===== config.mk =====
export PLATFORM = sky130hd
export DESIGN_NAME = sync_detect
export DESIGN_NICKNAME = d
export VERILOG_FILES = /design/src/rtl/sync_detect.sv
export SDC_FILE = /design/constraint.sdc
export NUM_CORES = 1
export LEC_CHECK = 0
export CAP_MARGIN = 20
export CORE_UTILIZATION = 50
export CTS_BUF_LIST = sky130_fd_sc_hd__clkbuf_2 sky130_fd_sc_hd__clkbuf_4 sky130_fd_sc_hd__clkbuf_8
export DETAILED_ROUTE_END_ITERATION = 8
export GPL_ROUTABILITY_DRIVEN = 0
export GPL_TIMING_DRIVEN = 0
export PLACE_DENSITY = 0.79
export SYNTH_ARGS = -nofsm -noshare
export SYNTH_HDL_FRONTEND = slang
export SYNTH_SLANG_ARGS = --single-unit

===== constraint.sdc =====
create_clock -name GTX_CLK -period 10.6 [get_ports GTX_CLK]
set_input_delay 2.65 -clock GTX_CLK [delete_from_list [all_inputs] [get_ports GTX_CLK]]
set_output_delay 2.65 -clock GTX_CLK [all_outputs]
set_load 0.02 [all_outputs]

===== src/rtl/sync_detect.sv =====
`default_nettype none
// ============================================================================
// Module   : sync_detect
// Brief    : 1000BASE-X code-group alignment and synchronization state machine
// Revision : 1.0 - initial release
// ============================================================================
module sync_detect (
    input  logic       GTX_CLK,
    input  logic       mr_main_reset,
    input  logic [9:0] rx_code_group,
    input  logic       signal_detect,
    output logic [9:0] sync_code_group,
    output logic       rx_even,
    output logic       sync_status,
    output logic       comma_det
);

    typedef enum logic [3:0] {
        LOSS_OF_SYNC    = 4'd0,
        COMMA_DETECT_1  = 4'd1,
        COMMA_DETECT_2  = 4'd2,
        COMMA_DETECT_3  = 4'd3,
        ACQUIRE_SYNC_1  = 4'd4,
        ACQUIRE_SYNC_2  = 4'd5,
        SYNC_ACQUIRED_1 = 4'd6,
        SYNC_ACQUIRED_2 = 4'd7,
        SYNC_ACQUIRED_3 = 4'd8,
        SYNC_ACQUIRED_4 = 4'd9
    } state_t;

    state_t     r_state;
    state_t     w_state_nxt;
    logic       r_rd;
    logic [1:0] r_good_cgs;
    logic [1:0] w_good_cgs_nxt;
    logic       w_force_even;
    logic [3:0] w_ones;
    logic       w_comma;
    logic       w_invalid;
    logic       w_cgbad;
    logic       w_sync_nxt;

    always_comb begin
        w_ones = 4'd0;
        for (int i = 0; i < 10; i++) begin
            w_ones = w_ones + {3'b000, rx_code_group[i]};
        end
    end

    assign w_comma   = (rx_code_group[9:3] == 7'b0011111) ||
                       (rx_code_group[9:3] == 7'b1100000);
    // r_rd = 1 means RD+; a heavy group needs RD-, a light group needs RD+
    assign w_invalid = (w_ones < 4'd4) || (w_ones > 4'd6) ||
                       ((w_ones == 4'd6) && r_rd) ||
                       ((w_ones == 4'd4) && !r_rd);
    assign w_cgbad   = w_invalid || (w_comma && rx_even);

    always_comb begin
        w_state_nxt    = r_state;
        w_good_cgs_nxt = 2'd0;
        w_force_even   = 1'b0;
        case (r_state)
            LOSS_OF_SYNC: begin
                if (w_comma) begin
                    w_state_nxt  = COMMA_DETECT_1;
                    w_force_even = 1'b1;
                end
            end
            COMMA_DETECT_1: w_state_nxt = (!w_invalid && !w_comma) ? ACQUIRE_SYNC_1  : LOSS_OF_SYNC;
            COMMA_DETECT_2: w_state_nxt = (!w_invalid && !w_comma) ? ACQUIRE_SYNC_2  : LOSS_OF_SYNC;
            COMMA_DETECT_3: w_state_nxt = (!w_invalid && !w_comma) ? SYNC_ACQUIRED_1 : LOSS_OF_SYNC;
            ACQUIRE_SYNC_1, ACQUIRE_SYNC_2: begin
                if (w_cgbad) begin
                    w_state_nxt = LOSS_OF_SYNC;
                end else if (w_comma) begin
                    w_state_nxt  = (r_state == ACQUIRE_SYNC_1) ? COMMA_DETECT_2 : COMMA_DETECT_3;
                    w_force_even = 1'b1;
                end
            end
            SYNC_ACQUIRED_1: begin
                if (w_cgbad) begin
                    w_state_nxt = SYNC_ACQUIRED_2;
                end
            end
            SYNC_ACQUIRED_2, SYNC_ACQUIRED_3, SYNC_ACQUIRED_4: begin
                if (w_cgbad) begin
                    case (r_state)
                        SYNC_ACQUIRED_2: w_state_nxt = SYNC_ACQUIRED_3;
                        SYNC_ACQUIRED_3: w_state_nxt = SYNC_ACQUIRED_4;
                        default:         w_state_nxt = LOSS_OF_SYNC;
                    endcase
                end else if (r_good_cgs == 2'd3) begin
                    case (r_state)
                        SYNC_ACQUIRED_2: w_state_nxt = SYNC_ACQUIRED_1;
                        SYNC_ACQUIRED_3: w_state_nxt = SYNC_ACQUIRED_2;
                        default:         w_state_nxt = SYNC_ACQUIRED_3;
                    endcase
                end else begin
                    w_good_cgs_nxt = r_good_cgs + 2'd1;
                end
            end
            default: w_state_nxt = LOSS_OF_SYNC;
        endcase

        if (!signal_detect) begin
            w_state_nxt    = LOSS_OF_SYNC;
            w_good_cgs_nxt = 2'd0;
            w_force_even   = 1'b0;
        end
    end

    assign w_sync_nxt = (w_state_nxt == SYNC_ACQUIRED_1) || (w_state_nxt == SYNC_ACQUIRED_2) ||
                        (w_state_nxt == SYNC_ACQUIRED_3) || (w_state_nxt == SYNC_ACQUIRED_4);

    always_ff @(posedge GTX_CLK) begin
        if (mr_main_reset) begin
            r_state         <= LOSS_OF_SYNC;
            r_rd            <= 1'b0;
            r_good_cgs      <= 2'd0;
            rx_even         <= 1'b0;
            sync_status     <= 1'b0;
            comma_det       <= 1'b0;
            sync_code_group <= 10'h000;
        end else begin
            r_state         <= w_state_nxt;
            r_good_cgs      <= w_good_cgs_nxt;
            rx_even         <= w_force_even ? 1'b1 : ~rx_even;
            sync_status     <= w_sync_nxt;
            comma_det       <= w_comma;
            sync_code_group <= rx_code_group;
            if (w_ones > 4'd5) begin
                r_rd <= 1'b1;
            end else if (w_ones < 4'd5) begin
                r_rd <= 1'b0;
            end
        end
    end

endmodule
`default_nettype wire


==> impl.org <==
** Outcome
- Run status :: finished, final reports clean

** Global route
- Summed over all layers, the global routing overflow is 0.
- Pin count of the biggest net entering global routing :: 13
- Gr usage total :: 0.237
- The via count of the first global-routing pass came to 978.
- First-pass GRT wire length :: 4.37 mm
- Initial antenna violation count :: 0

** Critical path
- Traced cell by cell, the critical path runs through clkdlybuf4s50_1, inv_1, fa_1, fa_1, fa_1, inv_1, ha_1, inv_1, fa_1, xor2_1, o21ai_1, a21oi_4, a211oi_2, o32a_1.
- The setup check on the worst reg-to-reg path leaves a slack of 8.87 ns.
- Data arrives at the worst endpoint at 6.66 ns.
- Cell with the largest stage delay on the worst path :: fa_1
- Counting stages on the worst path, the most repeated cell is fa_1.
- Required arrival time at the worst endpoint :: around 11 ns
- Longest individual stage delay on the worst path :: 0.55 ns
- Of all nets on the critical path, the largest fanout is 6.
- Crit Path Class :: in -> reg
- The worst setup path is captured at a flip-flop.
- STA classifies the critical path startpoint as an input port.

** Synth
- Seq/Total Area, Yosys :: 0.347
- A synthesized cell averages 9.01 sq um.
- Asr flop ratio synth :: 0
- Yosys cell types :: 40
- Number of flops mapped to enable cells by yosys :: 0
- The cell area that synthesis handed to floorplanning was 1150 sq um.
- During synthesis, Yosys emitted a total of 0 warnings.
- Syn Nets :: 150
- Post-synthesis sequential element count :: 20
- Gate count of the mapped netlist :: around 130
- Top flip-flop cell by instance count after synthesis :: dfxtp_1

** Power
- Power spread over the standard cell area amounts to approximately 150 nW/um^2.
- Static power due to leakage :: a little over 0.6 nW
- Power comes to 0.000224 W.
- VDD sags by at most 0.0861 mV.

** Clock network
- The tree built by TritonCTS fans out to 20 sinks.
- Clock insertion delay at the later pin of the skew report :: 0.32 ns
- Maximum clock insertion buffer count :: 2
- Clock-pin slew was measured on the worst setup and hold paths at between 0.1 and 0.15 ns.
- In this run the number of H-tree levels came out at 1.
- The number of clock buffers added by TritonCTS is 3.
- TritonCTS built the clock tree.
- Root cell of the clock tree :: clkbuf_4
- Count of buffers added by post-CTS timing repair for setup :: 0
- The number of hold buffers added after CTS was 0.
- PostCTS Resize Cnt :: 0

** Timing
- Accumulated negative setup slack :: 0 ns
- Setup repair after global routing left no endpoint under its margin.
- The number of slew-limit violations in the final report is 0.
- Worst clock skew :: 0.00395 ns
- The final number of hold-violating endpoints is 0.
- Worst slew margin relative to its limit :: 0.689
- # setup viols final :: 0
- Subtracting the final worst setup slack from the clock period gives 6.44 ns.
- Maximum clock rate :: 155 MHz
- For the pin with the worst max-slew slack, the measured transition is ~0.46 ns.
- Final worst-path cycle share :: 0.608
- Setup slack closes at 4.16 ns.

** Layout
- Area taken by flip-flops and latches :: about 400 sq um
- In the final layout, the share of cells above drive strength 1 is 0.0764.
- Commonest cells after routing, fill and taps aside :: 25 x clkdlybuf4s50_1, 20 x dfxtp_1, 17 x nor2_1
- Footprint of the multi-input gates :: 681 sq um
- The number of antenna diodes in the final layout is 0.
- Counting the fill cells in the layout gives 178.
- Layout overhead on the synthesized area :: 29.3%
- Final Net Count :: 180
- End-of-flow core utilization :: 0.681
- The library cell used most frequently in the layout, excluding fill and tap cells, is clkdlybuf4s50_1.

** Worst hold path
- In this run the worst hold path is classified as reg -> reg.

** Floorplanning
- Height of the chip :: 50.0 um
- The initial utilization of the core area, before any placement, comes to 0.527.
- Pin placement for this block handled 26 I/O pins.
- Die width :: 50.0 um
- The floorplan has 17 rows.
- Die Outline Area :: 2500 sq um
- After floorplanning, the core was sized to cover 2190 sq um.

** Routing
- Dividing the detail-routed via count by the number of cells gives approximately 5.4.
- Via Count :: 1004
- Final WL :: 2.57 mm
- DRC violation total after the first TritonRoute iteration :: 30
- DRC viols :: 0
- For this run, the detailed router's first-pass iteration total came to 4.
- In the final routed layout, each cell accounts on average for 13.9 um.
- The detail route stage leaves a number of antenna-violating nets equal to 0.

** Place
- After legalization and detailed placement, the total HPWL measured 1.91 mm.
- Number of port buffers :: 25
- Worst-case setup slack after placement :: 3.88 ns

** Job
- The tool flagged a number of max-cap violations equal to 0.
==> per-stage QoR <==
step	std cells	hold slack (ns)	cell area [sq um]
2_1_floorplan	128	0.396	1150
3_3_place_gp	181	0.404	1440
3_5_place_dp	181	0.422	1440
4_1_cts	185	0.439	1490
5_1_grt	185	0.471	1490
6_report	185	0.448	1490
==> registers in the layout (all words and copies together), names as in the netlist <==
register / flops
r_rd: 1
r_good_cgs: 2
sync_status: 1
rx_even: 1
comma_det: 1
r_state: 4
sync_code_group: 10
==> critical path, delay by kind of cell <==
| family | cells | cell delay (ns) |
|---|---|---|
| adders and majority gates | 5 | 2.16 |
| AOI/OAI and AO/OA | 4 | 0.85 |
| buffers and inverters | 4 | 0.80 |
| xor gates and xnor gates | 1 | 0.19 |
==> per-layer routing <==
metal / share of wire / track usage
met2: 0.47 / 0.364
met5: 0 / 0
met1: 0.45 / 0.314
met4: 0.019 / 0.119
met3: 0.059 / 0.0432
==> cell families (layout without fill, tap and decap cells) <==
| kind of cell | Yosys count | in the layout | share of synthesized area |
|---|---|---|---|
| compound gates | 26 | 26 | 0.167 |
| mux | 1 | 1 | 0.00868 |
| fa+ha+maj | 9 | 9 | 0.137 |
| flops | 20 | 20 | 0.347 |
| xor+xnor | 1 | 1 | 0.00759 |
| buf+inv | 19 | 48 | 0.0629 |
| simple gates | 52 | 52 | 0.270 |
==> synthesized netlist by cell type (all sizes together), types with 2 or more instances <==
library cell,instances,share of area
a211oi,2,0.017
nand2b,2,0.011
nand4b,2,0.015
fa,6,0.10
nor2,17,0.055
and3,4,0.022
nor4,3,0.042
a21oi,5,0.031
a31oi,3,0.016
clkbuf,2,0.0065
nand2,9,0.029
o21a,2,0.013
nor3,2,0.0087
nor2b,6,0.033
o21ai,6,0.026
dfxtp,20,0.35
inv,16,0.052
or2,2,0.013
ha,3,0.033
==> final timing paths <==
path	startpoint	endpoint	depth (start not counted)
hold reg to reg	r_good_cgs[0]	r_good_cgs[0]	1
setup / recovery	rx_code_group[3]	sync_status	14
hold / removal	r_good_cgs[0]	r_good_cgs[0]	1
setup reg to reg	r_good_cgs[0]	sync_status	6
==> final cells by class <==
class,instances,share of cell area
multi-input cells,89,0.456
flip-flops and latches,20,0.268
repair buffers,25,0.168
inverters,16,0.0403
well taps,28,0.0235
clock inverters,1,0.0201
clock buffers,3,0.0151
plain buffers,3,0.00839
==> power breakdown <==
| part | switching, W | internal, W |
|---|---|---|
| clock | 0.0000261 | 0.0000383 |
| sequential | 0.00000173 | 0.0000788 |
| combinational | 0.0000457 | 0.0000337 |
(Power assumes the default switching activity.)
